--- config.mk ---
export PLATFORM = sky130hd
export DESIGN_NAME = lsu_mem_bridge
export DESIGN_NICKNAME = d
export VERILOG_FILES = /design/src/rtl/lsu_mem_bridge_pkg.sv /design/src/rtl/lsu_align.sv /design/src/rtl/lsu_mem_bridge.sv
export SDC_FILE = /design/constraint.sdc
export NUM_CORES = 1
export LEC_CHECK = 0
export ABC_AREA = 1
export ABC_CLOCK_PERIOD_IN_PS = 1300
export CORE_UTILIZATION = 32
export DETAILED_ROUTE_END_ITERATION = 10
export PLACE_DENSITY = 0.84
export SLEW_MARGIN = 20
export SYNTH_ARGS = -nofsm -noshare
export SYNTH_HDL_FRONTEND = slang
export SYNTH_SLANG_ARGS = --single-unit
--- constraint.sdc ---
create_clock -name clk -period 1.3 [get_ports clk]
set_input_delay 0.195 -clock clk [delete_from_list [all_inputs] [get_ports clk]]
set_output_delay 0.195 -clock clk [all_outputs]
set_load 0.02 [all_outputs]
--- src/rtl/lsu_mem_bridge_pkg.sv ---
// Shared definitions for the load/store memory bridge: access-size and
// FSM state encodings, the per-request context record and the stall LFSR taps.
package lsu_mem_bridge_pkg;

    // Access size as carried on req_size.
    typedef enum logic [1:0] {
        SZ_BYTE = 2'd0,
        SZ_HALF = 2'd1,
        SZ_WORD = 2'd2,
        SZ_ILL  = 2'd3
    } size_e;

    // Bridge control states.
    typedef enum logic [1:0] {
        IDLE    = 2'd0,
        RD_DATA = 2'd1,
        RSP     = 2'd2
    } state_e;

    // Fibonacci LFSR taps 16,14,13,11 expressed as a mask on bits [15:0].
    localparam logic [15:0] LFSR_TAPS = 16'hB400;

    // Context captured when a request is accepted.
    typedef struct packed {
        logic [1:0] off;
        size_e      size;
        logic       uns;
        logic       we;
        logic       err;
    } req_info_t;

endpackage

--- src/rtl/lsu_align.sv ---
// Combinational lane logic for the bridge: store strobes with lane
// replication, and load byte extraction with sign/zero extension.
module lsu_align
    import lsu_mem_bridge_pkg::*;
(
    input  size_e       st_size_i,
    input  logic [1:0]  st_off_i,
    input  logic [31:0] st_data_i,
    output logic [31:0] st_data_o,
    output logic [3:0]  st_strb_o,
    input  size_e       ld_size_i,
    input  logic [1:0]  ld_off_i,
    input  logic        ld_unsigned_i,
    input  logic [31:0] ld_data_i,
    output logic [31:0] ld_data_o
);

    logic [31:0] ld_shifted;

    // Store path: replicate the low bytes into every lane and pick the strobe.
    always_comb begin
        // NOTE: every output gets a default first so no path can infer a latch.
        st_data_o = st_data_i;
        st_strb_o = 4'hF;
        case (st_size_i)
            SZ_BYTE: begin
                st_data_o = {4{st_data_i[7:0]}};
                st_strb_o = 4'b0001 << st_off_i;
            end
            SZ_HALF: begin
                st_data_o = {2{st_data_i[15:0]}};
                st_strb_o = 4'b0011 << st_off_i;
            end
            default: ;
        endcase
    end

    assign ld_shifted = ld_data_i >> {ld_off_i, 3'b000};

    // Load path: take the addressed bytes from lane 0 and extend to 32 bits.
    always_comb begin
        ld_data_o = ld_shifted;
        case (ld_size_i)
            SZ_BYTE: ld_data_o = ld_unsigned_i ? {24'h0, ld_shifted[7:0]}
                                               : {{24{ld_shifted[7]}}, ld_shifted[7:0]};
            SZ_HALF: ld_data_o = ld_unsigned_i ? {16'h0, ld_shifted[15:0]}
                                               : {{16{ld_shifted[15]}}, ld_shifted[15:0]};
            default: ;
        endcase
    end

endmodule

--- src/rtl/lsu_mem_bridge.sv ---
// Load/store bridge in front of the two-port memory. One request in flight;
// stores and errors answer one cycle after accept, loads two cycles after.
// Optional build macro LSU_BRIDGE_STALL_EN adds LFSR-driven random
// back-pressure on req_ready.
module lsu_mem_bridge
    import lsu_mem_bridge_pkg::*;
#(
    parameter int unsigned MEM_SIZE = 4096
`ifdef LSU_BRIDGE_STALL_EN
    , parameter logic [15:0] STALL_SEED = 16'hACE1
`endif
) (
    input  logic        clk,
    input  logic        resetb,
    input  logic        req_valid,
    output logic        req_ready,
    input  logic        req_we,
    input  logic [1:0]  req_size,
    input  logic        req_unsigned,
    input  logic [31:0] req_addr,
    input  logic [31:0] req_wdata,
    output logic        rsp_valid,
    input  logic        rsp_ready,
    output logic [31:0] rsp_rdata,
    output logic        rsp_err,
    output logic        mem_rready,
    output logic        mem_wready,
    output logic [29:0] mem_raddr,
    output logic [29:0] mem_waddr,
    output logic [31:0] mem_wdata,
    output logic [3:0]  mem_wstrb,
    input  logic [31:0] mem_rdata
);

    state_e      state_q, state_d;
    req_info_t   info_q, info_d;
    logic [31:0] rsp_rdata_q, rsp_rdata_d;
    logic [31:0] ld_data;
    logic        stall_ok;
    logic        accept;
    logic        req_err;

`ifdef LSU_BRIDGE_STALL_EN
    logic [15:0] lfsr_q, lfsr_d;

    assign lfsr_d   = {lfsr_q[14:0], ^(lfsr_q & LFSR_TAPS)};
    assign stall_ok = (lfsr_q[1:0] != 2'b00);

    // Free-running stall LFSR.
    always_ff @(posedge clk or negedge resetb) begin
        if (!resetb) lfsr_q <= STALL_SEED;
        else         lfsr_q <= lfsr_d;
    end
`else
    assign stall_ok = 1'b1;
`endif

    assign req_ready = resetb && stall_ok &&
                       ((state_q == IDLE) || ((state_q == RSP) && rsp_ready));
    assign accept    = req_valid && req_ready;

    assign req_err = (req_size == SZ_ILL) ||
                     ((req_size == SZ_HALF) && req_addr[0]) ||
                     ((req_size == SZ_WORD) && (req_addr[1:0] != 2'b00)) ||
                     (req_addr >= MEM_SIZE);

    assign mem_raddr  = req_addr[31:2];
    assign mem_waddr  = req_addr[31:2];
    assign mem_rready = accept && !req_we && !req_err;
    assign mem_wready = accept &&  req_we && !req_err;

    lsu_align u_align (
        .st_size_i     (size_e'(req_size)),
        .st_off_i      (req_addr[1:0]),
        .st_data_i     (req_wdata),
        .st_data_o     (mem_wdata),
        .st_strb_o     (mem_wstrb),
        .ld_size_i     (info_q.size),
        .ld_off_i      (info_q.off),
        .ld_unsigned_i (info_q.uns),
        .ld_data_i     (mem_rdata),
        .ld_data_o     (ld_data)
    );

    assign rsp_valid = (state_q == RSP);
    assign rsp_rdata = rsp_rdata_q;
    assign rsp_err   = info_q.err;

    // Next-state logic: accept from IDLE or RSP, capture load data in RD_DATA.
    always_comb begin
        state_d     = state_q;
        info_d      = info_q;
        rsp_rdata_d = rsp_rdata_q;
        case (state_q)
            IDLE, RSP: begin
                if (accept) begin
                    info_d = '{off:  req_addr[1:0],
                               size: size_e'(req_size),
                               uns:  req_unsigned,
                               we:   req_we,
                               err:  req_err};
                    rsp_rdata_d = '0;
                    state_d     = (!req_we && !req_err) ? RD_DATA : RSP;
                end else if (state_q == RSP && rsp_ready) begin
                    state_d = IDLE;
                end
            end
            RD_DATA: begin
                rsp_rdata_d = info_q.we ? '0 : ld_data;
                state_d     = RSP;
            end
            default: state_d = IDLE;
        endcase
    end

    // State and response registers.
    always_ff @(posedge clk or negedge resetb) begin
        if (!resetb) begin
            state_q     <= IDLE;
            info_q      <= '0;
            rsp_rdata_q <= '0;
        end else begin
            // NOTE: sequential state uses non-blocking assignments so every
            // register samples pre-edge values regardless of statement order.
            state_q     <= state_d;
            info_q      <= info_d;
            rsp_rdata_q <= rsp_rdata_d;
        end
    end

endmodule

==> results_tabular.tex, run 1 <==
\begin{tabular}{lr}
\hline
Metric & Value \\
\hline
\multicolumn{2}{l}{\textbf{Outcome}} \\
Outcome & complete, but fails checks \\
Violations in the final reports & setup timing \\
\multicolumn{2}{l}{\textbf{CTS}} \\
Clock input transition at the sequential cells of the worst setup and hold paths & 90 ps \\
Worst-skew pair later-pin latency & 300 ps \\
Clock Sinks & 41 \\
Cts bufs inserted & 5 \\
CTS HTree Levels & 2 \\
Library cell used as clock root buffer & sky130\_fd\_sc\_hd\_\_clkbuf\_8 \\
Post-cts hold buffer count & 0 \\
CTS tree & done \\
Clock buffer depth & 2 \\
\multicolumn{2}{l}{\textbf{Timing}} \\
Least-Margin Pin Slew & 522 ps \\
Maximum clock skew at final layout & 11.8 ps \\
Setup WS post-layout & -291 ps \\
Final hold slack & 12.4 ps \\
Total negative slack & -6320 ps \\
RSZ-0062 raised after global routing & true \\
Fmax & 629 MHz \\
Final setup violation count & 36 \\
Minimum clock period after layout & 1590 ps \\
Normalized max-slew margin & 0.652 \\
Fraction of the cycle the final worst path needs & 1.22 \\
Number of slew-limit violations in the final report & 0 \\
Final-report hold violation count & 0 \\
\multicolumn{2}{l}{\textbf{Drt}} \\
Total vias in the final route & 4330 \\
Iteration count of the initial detailed-routing pass & 5 \\
Overall routed net length & 14600 µm \\
Number of DRC markers after the initial detailed-route iteration & 284 \\
Post-detailed-route DRC marker count & 0 \\
DR WL/cell & 16.5 µm \\
Via density per instance & 4.91 \\
Antenna-violating nets left & 0 \\
\multicolumn{2}{l}{\textbf{Yosys}} \\
Mean area per synthesized cell & 6.37 µm² \\
Share of synthesized registers carrying an async set or reset & 1.00 \\
Top cells by area, synth & sky130\_fd\_sc\_hd\_\_dfrtp\_1 31\%, sky130\_fd\_sc\_hd\_\_nand2\_1 25\%, sky130\_fd\_sc\_hd\_\_buf\_4 15\%, sky130\_fd\_sc\_hd\_\_o21ai\_0 5.5\%, sky130\_fd\_sc\_hd\_\_inv\_1 4.0\% \\
Fraction of synthesized cell area taken by the top area cell type & 0.306 \\
Area of the mapped netlist & 3350 µm² \\
Most common cell in the netlist & sky130\_fd\_sc\_hd\_\_nand2\_1 \\
Portion of the post-synthesis area used by sequential elements & 0.306 \\
Post-synth net total & 630 \\
Most frequently used flop master after synthesis & sky130\_fd\_sc\_hd\_\_dfrtp\_1 \\
Mapped Cells & 526 \\
Most used standard cells in the synthesized netlist & 221 x sky130\_fd\_sc\_hd\_\_nand2\_1, 69 x sky130\_fd\_sc\_hd\_\_buf\_4, 41 x sky130\_fd\_sc\_hd\_\_dfrtp\_1 \\
Distinct cell type count of the synthesized netlist & 25 \\
Number of warnings reported in the yosys synthesis log & 0 \\
Most area-hungry cell type in the Yosys netlist & sky130\_fd\_sc\_hd\_\_dfrtp\_1 \\
EDFF count, synth & 0 \\
Number of storage elements in the synthesis netlist & 41 \\
\multicolumn{2}{l}{\textbf{Layout}} \\
Layout overhead on the synthesized area & 84.4\% \\
Share of final-layout standard cells stronger than drive strength 1 & 0.321 \\
Final standard cell count with taps included and fillers excluded & 881 \\
\# nets final & 845 \\
\multicolumn{2}{l}{\textbf{Floorplan}} \\
DIE AREA & 10900 µm² \\
Initial core utilization & 0.328 \\
Row cnt & 37 \\
Placeable Area & 10200 µm² \\
Die span in x & 104 µm \\
Chip height & 104 µm \\
I/O pin count & 237 \\
\multicolumn{2}{l}{\textbf{Setup path}} \\
Worst Path Arrival & 1400 ps \\
Path type of the worst setup path & register to primary output \\
Required time at the endpoint of the critical path & 1110 ps \\
Biggest fanout along the worst timing path & 3 \\
Type of destination of the critical path & primary output \\
Sort of element at the start of the critical path & register \\
Internal reg-to-reg setup slack & -260 ps \\
\multicolumn{2}{l}{\textbf{Power and ir drop}} \\
Total chip power & 4.98 mW \\
Power per Cell Area & 806 nW/µm² \\
Standby leakage power & 3.34 nW \\
Worst vdd ir & 447 µV \\
\multicolumn{2}{l}{\textbf{Placement}} \\
Placed Instances & 841 \\
Final weighted congestion in routability-driven placement & 0.907 \\
IO Port Bufs & 206 \\
Hpwl dp & 9590 µm \\
\multicolumn{2}{l}{\textbf{Run}} \\
Max Cap Violations & 0 \\
\multicolumn{2}{l}{\textbf{Global route}} \\
Global-route wire length before repair & 21400 µm \\
Initial antenna violation count & 3 \\
Overall global routing resource usage & 0.252 \\
Number of global-route vias before repair & 4243 \\
Largest net degree at the start of global routing & 44 \\
Overall overflow remaining after global route & 0 \\
\multicolumn{2}{l}{\textbf{Worst hold path}} \\
Type of the most critical hold path & input port to asynchronous set/reset pin \\
\hline
\end{tabular}
## through the flow
| step | setup slack [ps] | utilization | area [µm²] |
|---|---|---|---|
| detailed placement | -955 | 0.536 | 5480 |
| floorplan | -79.1 | - | 3360 |
| global placement | -931 | 0.536 | 5480 |
| global route | -340 | 0.604 | 6180 |
| finish | -291 | 0.604 | 6180 |
| CTS | -255 | 0.577 | 5910 |
## final cells by class
type / instances / area (µm²)
Fill cell: 861 / 4050
Timing Repair Buffer: 297 / 2760
Multi-Input combinational cell: 353 / 1910
Sequential cell: 41 / 1030
Inverter: 40 / 178
Tap cell: 136 / 170
Clock buffer: 5 / 68.8
Clock inverter: 2 / 35.0
Timing Repair inverter: 3 / 22.5
Antenna cell: 4 / 10.0
## state kept, by name, indices dropped and copies added (netlist names)
name and count:
info_q 6, rsp_err 1, rsp_rdata 32, state_q 2
## critical path, stage by stage, from the launching register on
cell                      delay [ps]
sky130_fd_sc_hd__dfrtp_1         400
sky130_fd_sc_hd__nor2_2          130
sky130_fd_sc_hd__nand2_2         100
sky130_fd_sc_hd__nor2_4          130
sky130_fd_sc_hd__nand2_2          90
sky130_fd_sc_hd__nor2_2          120
sky130_fd_sc_hd__buf_6           130
## placed cells by master (no fill, tap or decap), types with 3 or more instances in the layout
| cell type | synthesis | routed |
|---|---|---|
| sky130_fd_sc_hd__buf_12 | 0 | 5 |
| sky130_fd_sc_hd__clkdlybuf4s15_2 | 0 | 5 |
| sky130_fd_sc_hd__clkinvlp_4 | 0 | 3 |
| sky130_fd_sc_hd__buf_16 | 0 | 3 |
| sky130_fd_sc_hd__inv_2 | 1 | 6 |
| sky130_fd_sc_hd__clkdlybuf4s50_1 | 0 | 68 |
| sky130_fd_sc_hd__o21ai_2 | 0 | 4 |
| sky130_fd_sc_hd__dlymetal6s2s_1 | 0 | 9 |
| sky130_fd_sc_hd__o21ai_4 | 0 | 4 |
| sky130_fd_sc_hd__nand3_4 | 2 | 7 |
| sky130_fd_sc_hd__nor2_2 | 0 | 10 |
| sky130_fd_sc_hd__buf_4 | 69 | 68 |
| sky130_fd_sc_hd__buf_6 | 2 | 24 |
| sky130_fd_sc_hd__dfrtp_1 | 41 | 40 |
| sky130_fd_sc_hd__nor2_1 | 26 | 11 |
| sky130_fd_sc_hd__clkbuf_8 | 0 | 5 |
| sky130_fd_sc_hd__nor2_4 | 1 | 6 |
| sky130_fd_sc_hd__a21oi_2 | 0 | 8 |
| sky130_fd_sc_hd__o211ai_1 | 10 | 10 |
| sky130_fd_sc_hd__inv_1 | 36 | 30 |
| sky130_fd_sc_hd__nand2_2 | 0 | 35 |
| sky130_fd_sc_hd__buf_2 | 14 | 21 |
| sky130_fd_sc_hd__nand3_2 | 2 | 7 |
| sky130_fd_sc_hd__diode_2 | 0 | 4 |
| sky130_fd_sc_hd__nand2_1 | 221 | 182 |
| sky130_fd_sc_hd__dlygate4sd2_1 | 0 | 90 |
| sky130_fd_sc_hd__nand3_1 | 27 | 18 |
| sky130_fd_sc_hd__o21ai_0 | 37 | 20 |
| sky130_fd_sc_hd__nand2_4 | 1 | 5 |
| sky130_fd_sc_hd__a21oi_1 | 20 | 12 |
| sky130_fd_sc_hd__o21ai_1 | 0 | 9 |
## routing by layer
layer  vias to the layer above  global-route usage  wire length, µm
met2                       277               0.443             7430
met5                         -                   0                0
met3                        54              0.0645             1180
met1                      1976               0.273             5310
li1                       2023                   -                -
met4                         0               0.144              654
## kinds of logic after synthesis
family,synth area share
AND/OR/NAND/NOR,0.345
flip-flops,0.306
buffers and inverters,0.238
AO/OA/AOI/OAI,0.111
## worst paths after layout
check / from / end / depth (start not counted)
max reg2reg: state_q[0]$_DFFE_PN0P_ / rsp_rdata[19]$_DFFE_PN0P_ / 9
min: resetb / rsp_rdata[26]$_DFFE_PN0P_ / 2
max in group asynchronous: resetb / info_q[5]$_DFFE_PN0P_ / 2
max: state_q[0]$_DFFE_PN0P_ / mem_wready / 6
min reg2reg: rsp_rdata[29]$_DFFE_PN0P_ / rsp_rdata[29]$_DFFE_PN0P_ / 2
min in group clk: req_addr[8] / mem_raddr[6] / 0
## repair_timing
item / in CTS / in global routing
pin swaps: 33 / 21
buffers inserted: 15 / 8
gates resized for setup: 341 / 72
endpoints found under the setup margin: 148 / 67
cloned: 8 / 1
## power breakdown
part	switching (mW)	internal [mW]	leakage, nW
clock	0.459	0.559	0.0540
combinational	1.44	1.16	2.73
sequential	0.0478	1.32	0.558
No activity file was read; power rests on OpenSTA's default activity.
==> run 2: changes to the inputs <==
--- a/config.mk
+++ b/config.mk
@@ -7,9 +7,10 @@
 export LEC_CHECK = 0
 export ABC_AREA = 1
 export ABC_CLOCK_PERIOD_IN_PS = 1300
-export CORE_UTILIZATION = 32
+export CORE_UTILIZATION = 33
+export CTS_BUF_LIST = sky130_fd_sc_hd__clkbuf_8
 export DETAILED_ROUTE_END_ITERATION = 10
-export PLACE_DENSITY = 0.84
+export PLACE_DENSITY = 0.86
 export SLEW_MARGIN = 20
 export SYNTH_ARGS = -nofsm -noshare
 export SYNTH_HDL_FRONTEND = slang
==> run 2 against run 1 <==
  * Critical endpoint is now rsp_rdata[15]$_DFFE_PN0P_
  * Power down 1.2%
  * Final area is 3.7% lower
  * The run still ends with setup timing left
  * Sequential power barely moved
  * Setup slack lost 9.3 ps
  * Worst hold slack better by 330 ps
  * Register-to-register slack got worse by 40 ps
  * Clock-buffer cell count stayed put
==> results_tabular.tex, run 2 (same netlist as run 1, synthesis figures left out) <==
\begin{tabular}{lr}
\hline
Metric & Value \\
\hline
\multicolumn{2}{l}{\textbf{Placement}} \\
Pre-CTS setup slack & -967 ps (-11.9 ps) \\
IO Port Bufs & 206 (unchanged) \\
Hpwl dp & 10000 µm (+4.6\%) \\
Final weighted congestion in routability-driven placement & 0.892 (-1.7\%) \\
Placed cell areas & 5470 µm² (-0.16\%) \\
\multicolumn{2}{l}{\textbf{Power and ir drop}} \\
Fraction of power spent switching nets & 0.372 (-0.0200) \\
Share of power burned in combinational logic & 0.468 (-0.054) \\
Proportion of power drawn by flip-flops and latches & 0.277 (+0.003) \\
Total chip power & 4.92 mW (-1.2\%) \\
Worst vdd ir & 617 µV (+38\%) \\
Internal power component & 3.09 mW (+2.0\%) \\
Power per Cell Area & 827 nW/µm² (+2.6\%) \\
Sw power & 1.83 mW (-6.3\%) \\
Standby leakage power & 3.25 nW (-2.8\%) \\
Portion of total power attributed to the clock network & 0.255 (+0.051) \\
\multicolumn{2}{l}{\textbf{Timing}} \\
Least-Margin Pin Slew & 530 ps (+8.27 ps) \\
Normalized max-slew margin & 0.646 (-0.00551) \\
Maximum clock skew at final layout & 5.39 ps (-6.44 ps) \\
Final setup violation count & 36 (unchanged) \\
Setup WS post-layout & -300 ps (-9.30 ps) \\
Fmax & 625 MHz (-0.58\%) \\
Minimum clock period after layout & 1600 ps (+9.30 ps) \\
Number of slew-limit violations in the final report & 0 (unchanged) \\
RSZ-0062 raised after global routing & true \\
Final hold slack & 338 ps (+326 ps) \\
Final-report hold violation count & 0 (unchanged) \\
Fraction of the cycle the final worst path needs & 1.23 (+0.00715) \\
\multicolumn{2}{l}{\textbf{Setup path}} \\
Sort of element at the start of the critical path & register \\
Worst Path Arrival & 1800 ps (+400 ps) \\
Critical Path Source & state\_q[0]\$\_DFFE\_PN0P\_ \\
Required time at the endpoint of the critical path & 1500 ps (+390 ps) \\
Type of destination of the critical path & register \\
Path type of the worst setup path & register to register \\
Destination of the worst register-to-register timing path & rsp\_rdata[15]\$\_DFFE\_PN0P\_ \\
Worst reg2reg startpoint & state\_q[0]\$\_DFFE\_PN0P\_ \\
R2R cell count & 10 (+1) \\
Internal reg-to-reg setup slack & -300 ps (-40 ps) \\
Biggest fanout along the worst timing path & 8 (+5) \\
\multicolumn{2}{l}{\textbf{Layout}} \\
\# nets final & 837 (-0.95\%) \\
Final design instance area without fill & 5950 µm² (-3.7\%) \\
Layout overhead on the synthesized area & 77.6\% \\
Share of final-layout standard cells stronger than drive strength 1 & 0.292 (-0.0296) \\
Number of antenna cells inserted & 0 (-4) \\
Top library cells by usage in the layout, fill and taps aside & 177 x sky130\_fd\_sc\_hd\_\_nand2\_1, 95 x sky130\_fd\_sc\_hd\_\_dlygate4sd2\_1, 72 x sky130\_fd\_sc\_hd\_\_buf\_4 \\
Max reg flops & 32 (unchanged) \\
Commonest non-fill, non-tap cell in the layout & sky130\_fd\_sc\_hd\_\_nand2\_1 \\
\multicolumn{2}{l}{\textbf{Drt}} \\
Total vias in the final route & 4309 (-0.48\%) \\
Number of DRC markers after the initial detailed-route iteration & 240 (-15\%) \\
Post-detailed-route DRC marker count & 0 (unchanged) \\
DR WL/cell & 16.4 µm (-0.95\%) \\
Iteration count of the initial detailed-routing pass & 7 (+2) \\
Via density per instance & 4.97 (+1.1\%) \\
Antenna-violating nets left & 0 (unchanged) \\
Overall routed net length & 14200 µm (-2.5\%) \\
\multicolumn{2}{l}{\textbf{Floorplan}} \\
Chip height & 103 µm (-1.5\%) \\
Placeable Area & 9820 µm² (-4.0\%) \\
I/O pin count & 237 (unchanged) \\
DIE AREA & 10600 µm² (-3.0\%) \\
Initial core utilization & 0.341 (+0.0137) \\
Die span in x & 103 µm (-1.5\%) \\
Row cnt & 36 (-2.7\%) \\
\multicolumn{2}{l}{\textbf{Worst hold path}} \\
Type of the most critical hold path & input port to register \\
Number of cells traversed by the worst hold path & 4 \\
Startpoint of the worst hold path & req\_size[0] \\
Endpoint of the worst hold path & info\_q[3]\$\_DFFE\_PN0P\_ \\
\multicolumn{2}{l}{\textbf{CTS}} \\
Worst-skew pair later-pin latency & 310 ps (about the same) \\
Cts bufs inserted & 5 (unchanged) \\
Clock buffer depth & 2 (unchanged) \\
Clock Sinks & 41 (unchanged) \\
Clock input transition at the sequential cells of the worst setup and hold paths & 80 ps (about the same) \\
CTS HTree Levels & 2 (unchanged) \\
CTS tree & done \\
Library cell used as clock root buffer & sky130\_fd\_sc\_hd\_\_clkbuf\_8 \\
\multicolumn{2}{l}{\textbf{Global route}} \\
Global-route wire length before repair & 20400 µm (-4.6\%) \\
Number of global-route vias before repair & 4320 (+1.8\%) \\
Initial antenna violation count & 0 (-3) \\
Overall global routing resource usage & 0.253 (+0.000897) \\
Overall overflow remaining after global route & 0 (unchanged) \\
Largest net degree at the start of global routing & 44 (unchanged) \\
\multicolumn{2}{l}{\textbf{Outcome}} \\
Violations in the final reports & setup timing \\
Outcome & complete, but fails checks \\
\multicolumn{2}{l}{\textbf{Run}} \\
Max Cap Violations & 0 (unchanged) \\
\hline
\end{tabular}
## run 2: cell count changes in the layout (fill, tap and decap cells not counted), sizes merged
cell,before,now
clkdlybuf4s50,68,69
buf,122,113
clkinv,2,3
dlygate4sd3,0,1
clkinvlp,3,0
clkbuf,7,9
diode,4,0
clkdlybuf4s15,6,7
dlygate4sd2,90,95
dlymetal6s2s,9,2
bufinv,1,2
## run 2: final cells by class
type	instances	area, µm²
Timing Repair inverter	1	3.75
Tap cell	133	166
Timing Repair Buffer	291	2620
Inverter	40	169
Clock buffer	5	68.8
Sequential cell	41	1030
Multi-Input combinational cell	353	1830
Fill cell	891	3860
Clock inverter	3	68.8
## run 2: what timing repair did
action | CTS | global route
endpoints found under the setup margin | 144 | 61
endpoints found under the hold margin | 13 | 0
resized for setup | 290 | 105
hold buffers | 1 | 0
setup buffers | 13 | 11
cloned | 4 | 1
pin swaps | 28 | 12
## run 2: worst max path at each step
stage	depth (start not counted)	slack, ps	end
after floorplan	5	-80	mem_rready
after global placement	7	-950	mem_rready
after detailed placement	8	-970	mem_rready
after CTS	6	-290	mem_rready
after global routing	6	-360	mem_wready
final	10	-300	rsp_rdata[15]$_DFFE_PN0P_
## run 2: worst max-delay path, stage by stage, from the launching register on
cell and delay, ps:
sky130_fd_sc_hd__dfrtp_1 400, sky130_fd_sc_hd__buf_6 110, sky130_fd_sc_hd__buf_6 80, sky130_fd_sc_hd__buf_6 100
sky130_fd_sc_hd__inv_4 40, sky130_fd_sc_hd__buf_6 110, sky130_fd_sc_hd__o22ai_4 190, sky130_fd_sc_hd__clkinv_4 140
sky130_fd_sc_hd__clkbuf_16 200, sky130_fd_sc_hd__nand2_2 60, sky130_fd_sc_hd__nand2_1 50
## run 2: power by group through the flow
stage | Combinational [mW] | Clock (mW) | Sequential [mW]
2_1_floorplan | 1.21 | 0 | 1.37
3_3_place_gp | 2.01 | 0 | 1.38
3_5_place_dp | 2.04 | 0 | 1.38
4_1_cts | 2.09 | 1.27 | 1.36
5_1_grt | 2.46 | 1.32 | 1.37
6_report | 2.31 | 1.26 | 1.36
## run 2: metal layers
metal | vias to the layer above | global-route usage | part of all wire
met1 | 2011 | 0.257 | 0.33
met4 | 0 | 0.102 | 0.038
met5 | - | 0 | 0
met3 | 52 | 0.0644 | 0.10
li1 | 1990 | - | -
met2 | 256 | 0.488 | 0.53
## run 2: metrics by stage
step / utilization / std cells / TNS [ps]
3_5_place_dp: 0.557 / 837 / -47230
3_3_place_gp: 0.557 / 837 / -45480
2_1_floorplan: - / 526 / -144
4_1_cts: 0.576 / 859 / -2330
5_1_grt: 0.606 / 867 / -10830
6_report: 0.606 / 867 / -9490
==> run 3: changes to the inputs <==
==> constraint.sdc (replaced) <==
create_clock -name clk -period 1.3 [get_ports clk]
set_input_delay 0.26 -clock clk [delete_from_list [all_inputs] [get_ports clk]]
set_output_delay 0.26 -clock clk [all_outputs]
set_load 0.02 [all_outputs]
==> run 3 against run 2 <==
  * The flow still finishes with violations (setup timing)
  * First-iteration DRC count decreased by 28%
  * Power is 9.7% lower
  * Register-to-register slack barely moved
  * Final area is 1.6% higher
  * Cell count decreased by 0.58%
  * Clock skew about the same
  * Critical path depth decreased by 3
  * Sequential power about the same
  * Combinational power decreased by 4%
  * Clock power decreased by 31%
  * Clock-buffer cell count increased by 1
  * Via count is 2.2% lower
==> results_tabular.tex, run 3 (same netlist as run 1, synthesis figures left out) <==
\begin{tabular}{lr}
\hline
Metric & Value \\
\hline
\multicolumn{2}{l}{\textbf{Setup path}} \\
Required time at the endpoint of the critical path & 1040 ps (-460 ps) \\
Family with the most delay on the worst path & buffers and inverters \\
Sort of element at the start of the critical path & register \\
Worst reg2reg startpoint & state\_q[0]\$\_DFFE\_PN0P\_ \\
Worst Path Arrival & 1440 ps (-360 ps) \\
Biggest fanout along the worst timing path & 2 (-6) \\
Cell count along the critical path & 7 (-3) \\
Internal reg-to-reg setup slack & -300 ps (about the same) \\
Type of destination of the critical path & primary output \\
R2R cell count & 10 (unchanged) \\
Critical Path Source & state\_q[0]\$\_DFFE\_PN0P\_ \\
Path type of the worst setup path & register to primary output \\
Crit-path most repeated cell & sky130\_fd\_sc\_hd\_\_buf\_6 \\
Highest-delay cell along the critical path & sky130\_fd\_sc\_hd\_\_dfrtp\_1 \\
Series of cell instances along the critical path & nor2\_4 > nand2\_4 > buf\_4 > buf\_6 > buf\_6 > inv\_4 > buf\_6 \\
Buf/Inv on CP & 5 (-2) \\
Peak per-stage delay on the critical path & 410 ps (about the same) \\
\multicolumn{2}{l}{\textbf{Worst hold path}} \\
Type of the most critical hold path & input port to asynchronous set/reset pin \\
\multicolumn{2}{l}{\textbf{CTS}} \\
Clock input transition at the sequential cells of the worst setup and hold paths & 80 ps (about the same) \\
Cts bufs inserted & 5 (unchanged) \\
CTS HTree Levels & 2 (unchanged) \\
CTS tree & done \\
Worst-skew pair later-pin latency & 300 ps (about the same) \\
Library cell used as clock root buffer & sky130\_fd\_sc\_hd\_\_clkbuf\_8 \\
Clock Sinks & 41 (unchanged) \\
Clock buffer depth & 2 (unchanged) \\
\multicolumn{2}{l}{\textbf{Layout}} \\
Commonest non-fill, non-tap cell in the layout & sky130\_fd\_sc\_hd\_\_nand2\_1 \\
\# nets final & 832 (-0.60\%) \\
Share of final-layout standard cells stronger than drive strength 1 & 0.287 (-0.00447) \\
Area of the multi-input gates & 1880 µm² (+2.9\%) \\
Sequential cell area & 1030 µm² (-0.12\%) \\
Top library cells by usage in the layout, fill and taps aside & 192 x sky130\_fd\_sc\_hd\_\_nand2\_1, 98 x sky130\_fd\_sc\_hd\_\_dlygate4sd2\_1, 63 x sky130\_fd\_sc\_hd\_\_buf\_4 \\
Fraction of the core area covered by cells at the end of the flow & 0.616 (+0.00943) \\
Max reg flops & 32 (unchanged) \\
Layout overhead on the synthesized area & 80.3\% \\
\# fillers & 866 (-2.8\%) \\
\multicolumn{2}{l}{\textbf{Power and ir drop}} \\
Standby leakage power & 3.29 nW (+1.3\%) \\
Power per Cell Area & 736 nW/µm² (-11\%) \\
Worst vdd ir & 369 µV (-40\%) \\
Total chip power & 4.45 mW (-9.7\%) \\
\multicolumn{2}{l}{\textbf{Timing}} \\
Number of slew-limit violations in the final report & 0 (unchanged) \\
Final setup violation count & 57 (+58\%) \\
Fmax & 590 MHz (-5.6\%) \\
Fraction of the cycle the final worst path needs & 1.30 (+0.0736) \\
Normalized max-slew margin & 0.650 (+0.00349) \\
Setup WS post-layout & -396 ps (-95.7 ps) \\
Least-Margin Pin Slew & 525 ps (-5.24 ps) \\
Minimum clock period after layout & 1700 ps (+95.7 ps) \\
Final-report hold violation count & 0 (unchanged) \\
Maximum clock skew at final layout & 5.26 ps (-0.132 ps) \\
Final hold slack & 83.6 ps (-255 ps) \\
RSZ-0062 raised after global routing & true \\
\multicolumn{2}{l}{\textbf{Placement}} \\
Pre-CTS setup slack & -1080 ps (-118 ps) \\
IO Port Bufs & 206 (unchanged) \\
Hpwl dp & 10000 µm (-0.37\%) \\
Final weighted congestion in routability-driven placement & 0.884 (-0.89\%) \\
\multicolumn{2}{l}{\textbf{Outcome}} \\
Violations in the final reports & setup timing \\
Outcome & complete, but fails checks \\
\multicolumn{2}{l}{\textbf{Floorplan}} \\
Row cnt & 36 (unchanged) \\
DIE AREA & 10600 µm² (unchanged) \\
Die span in x & 103 µm (unchanged) \\
Placeable Area & 9820 µm² (unchanged) \\
I/O pin count & 237 (unchanged) \\
Chip height & 103 µm (unchanged) \\
Initial core utilization & 0.341 (unchanged) \\
\multicolumn{2}{l}{\textbf{Global route}} \\
Number of global-route vias before repair & 4322 (+0.046\%) \\
Initial antenna violation count & 1 (+1) \\
Global-route wire length before repair & 20900 µm (+2.7\%) \\
Overall overflow remaining after global route & 0 (unchanged) \\
Largest net degree at the start of global routing & 44 (unchanged) \\
Global Route met2 Usage & 0.498 (+0.00974) \\
Global-route met3 utilization & 0.0712 (+0.00678) \\
Overall global routing resource usage & 0.258 (+0.00547) \\
Met1 demand-to-capacity share in global routing & 0.254 (-0.00295) \\
Routing layer with the top usage in global route & met2 \\
\multicolumn{2}{l}{\textbf{Drt}} \\
Antenna-violating nets left & 0 (unchanged) \\
Via density per instance & 4.89 (-1.6\%) \\
Number of DRC markers after the initial detailed-route iteration & 172 (-28\%) \\
Overall routed net length & 14100 µm (-0.96\%) \\
Total vias in the final route & 4215 (-2.2\%) \\
DR WL/cell & 16.3 µm (-0.38\%) \\
Iteration count of the initial detailed-routing pass & 5 (-2) \\
Post-detailed-route DRC marker count & 0 (unchanged) \\
\multicolumn{2}{l}{\textbf{Run}} \\
Max Cap Violations & 0 (unchanged) \\
\hline
\end{tabular}
-- run 3: cell types whose count changed in the layout (fill, tap and decap cells not counted), sizes merged, moves of 2 or more --
cell | before | now
buf | 113 | 118
clkbuf | 9 | 12
bufinv | 2 | 0
clkdlybuf4s15 | 7 | 13
clkinv | 3 | 1
clkdlybuf4s50 | 69 | 52
dlygate4sd2 | 95 | 98
-- run 3: worst paths after layout --
kind / end
worst max-delay path: req_ready
max in group asynchronous: rsp_rdata[9]$_DFFE_PN0P_
min in group clk: info_q[6]$_DFFE_PN0P_
worst min-delay path: rsp_rdata[6]$_DFFE_PN0P_
worst max register to register: rsp_rdata[4]$_DFFE_PN0P_
worst min register to register: rsp_rdata[9]$_DFFE_PN0P_
-- run 3: where the power goes --
group | switching, mW | total (mW) | internal [mW]
clock network | 0.447 | 0.866 | 0.420
registers | 0.0446 | 1.36 | 1.32
logic | 1.23 | 2.22 | 0.993
-- run 3: timing repair --
| action | 4_1_cts | 5_1_grt |
|---|---|---|
| endpoints found under the setup margin | 148 | 76 |
| resized for setup | 388 | 87 |
| hold endpoints to repair | 0 | 0 |
| setup buffers | 13 | 13 |
| gates cloned | 3 | 1 |
| hold buffers | 0 | 0 |
| pin swaps | 26 | 20 |
-- run 3: cell type report --
type | count | area share
diodes | 1 | 0.000414
clock buffers | 6 | 0.0137
clock inverters | 1 | 0.00124
inverters | 40 | 0.0275
multi-input cells | 352 | 0.312
flip-flops and latches | 41 | 0.170
well taps | 133 | 0.0275
repair buffers | 288 | 0.448
-- run 3: per-stage QoR --
stage	area, µm²	TNS [ps]	instances
global placement	5440	-57560	831
floorplan	3390	-418	526
finish	6050	-11630	862
detailed placement	5440	-60590	831
CTS	5740	-9180	853
global route	6050	-13920	862
-- run 3: layer usage --
layer  share of wire  vias to the layer above
met1            0.34                     1950
met2            0.52                      241
met4           0.045                        0
li1                -                     1976
met3           0.087                       48
met5               0                        -
==> variant, RTL diff (config.mk and constraints of run 2) <==
The 3 states of `state_e` get a one-hot encoding in 3 bits.
--- a/src/rtl/lsu_mem_bridge_pkg.sv
+++ b/src/rtl/lsu_mem_bridge_pkg.sv
@@ -13,6 +13,6 @@
     // Bridge control states.
-    typedef enum logic [1:0] {
-        IDLE    = 2'd0,
-        RD_DATA = 2'd1,
-        RSP     = 2'd2
+    typedef enum logic [2:0] {
+        IDLE    = 3'b001,
+        RD_DATA = 3'b010,
+        RSP     = 3'b100
     } state_e;
Function: same outputs for any inputs over 10 cycles, from zero or initial values and one cycle with resetb low; not proved beyond that.
==> variant against run 2 <==
Cell area decreased by 0.69%. Die area increased by 2.6%. Cell count decreased by 0.46%. Fmax decreased by 6.6%. Area after synthesis increased by 2.6%. Wire length increased by 2.7%. Highest routed layer unchanged. Sequential power increased by 6%. Sequential cell count increased by 1. The run still ends with setup timing left. Worst setup slack got worse by 110 ps. Total power decreased by 3.4%. Core utilization decreased by 1.2 points.
==> variant: results (changes against run 2) <==
status finished with violations; failing checks setup timing; Non-Clock Buffer Count 281 (-3.4%); multi-input combinational gate total 356 (+0.85%); flops & latches, synth 42 (+2.4%); layout cells sized above 1 0.2757 (-0.01583); Placed Cells 840 (+0.36%); met3 wire len 1.239 mm (-15%); Worst path top cell family by delay flip-flops; CP max stage cell dfstp_2; synthesized area per cell 6.480 sq um (+1.6%); gp weighted congestion 0.9332 (+4.6%); P_leak 3.306 nW (+1.8%); P_clk 0.000791 W (-37%); fraction of area in registers 0.1780 (+0.005436); Critical Path Fanout Max 3 (-5); Final WS setup -413.6 ps (-113.5 ps); syn nets 635 (+0.79%); final setup vio count 46 (+28%); internal power 0.002785 W (-10%); initial antenna violation count 1 (+1); power density cells 804.3 nW/um^2 (-2.7%); Synth top cells by count nand2_1, buf_4, dfrtp_1; Area contributors post-synth dfrtp_1, nand2_1, buf_4; register area share after synthesis 0.3058 (about the same); initial DRC count 258 (+7.5%); Fin Hold WS 153.7 ps (-184.7 ps); met1 Track Usage GR 0.2709 (+0.01377); max_slew headroom 0.6385 (-0.007891)
==> variant: changes by cell type after synthesis, sizes merged, moves of 2 or more <==
cell   change
o22ai      +2
nand2      +3
o21ai      -5
a21oi      +3
nand4      +2
nor2       -2
==> variant: logic make-up after synthesis <==
kind of cell,Yosys count,share of synthesized area
flops,42,0.3058
compound gates,69,0.1105
buf+inv,133,0.2404
simple gates,287,0.3433
==> variant: final timing paths <==
check / from / end / cells after the start
setup / recovery: state_q[0]$_DFFE_PN1P_ / mem_rready / 7
hold / removal: resetb / rsp_rdata[1]$_DFFE_PN0P_ / 3
setup reg to reg: state_q[0]$_DFFE_PN1P_ / rsp_rdata[0]$_DFFE_PN0P_ / 7
hold reg to reg: rsp_rdata[7]$_DFFE_PN0P_ / rsp_rdata[7]$_DFFE_PN0P_ / 2
max in group asynchronous: resetb / state_q[0]$_DFFE_PN1P_ / 3
min in group clk: req_size[0] / info_q[3]$_DFFE_PN0P_ / 4
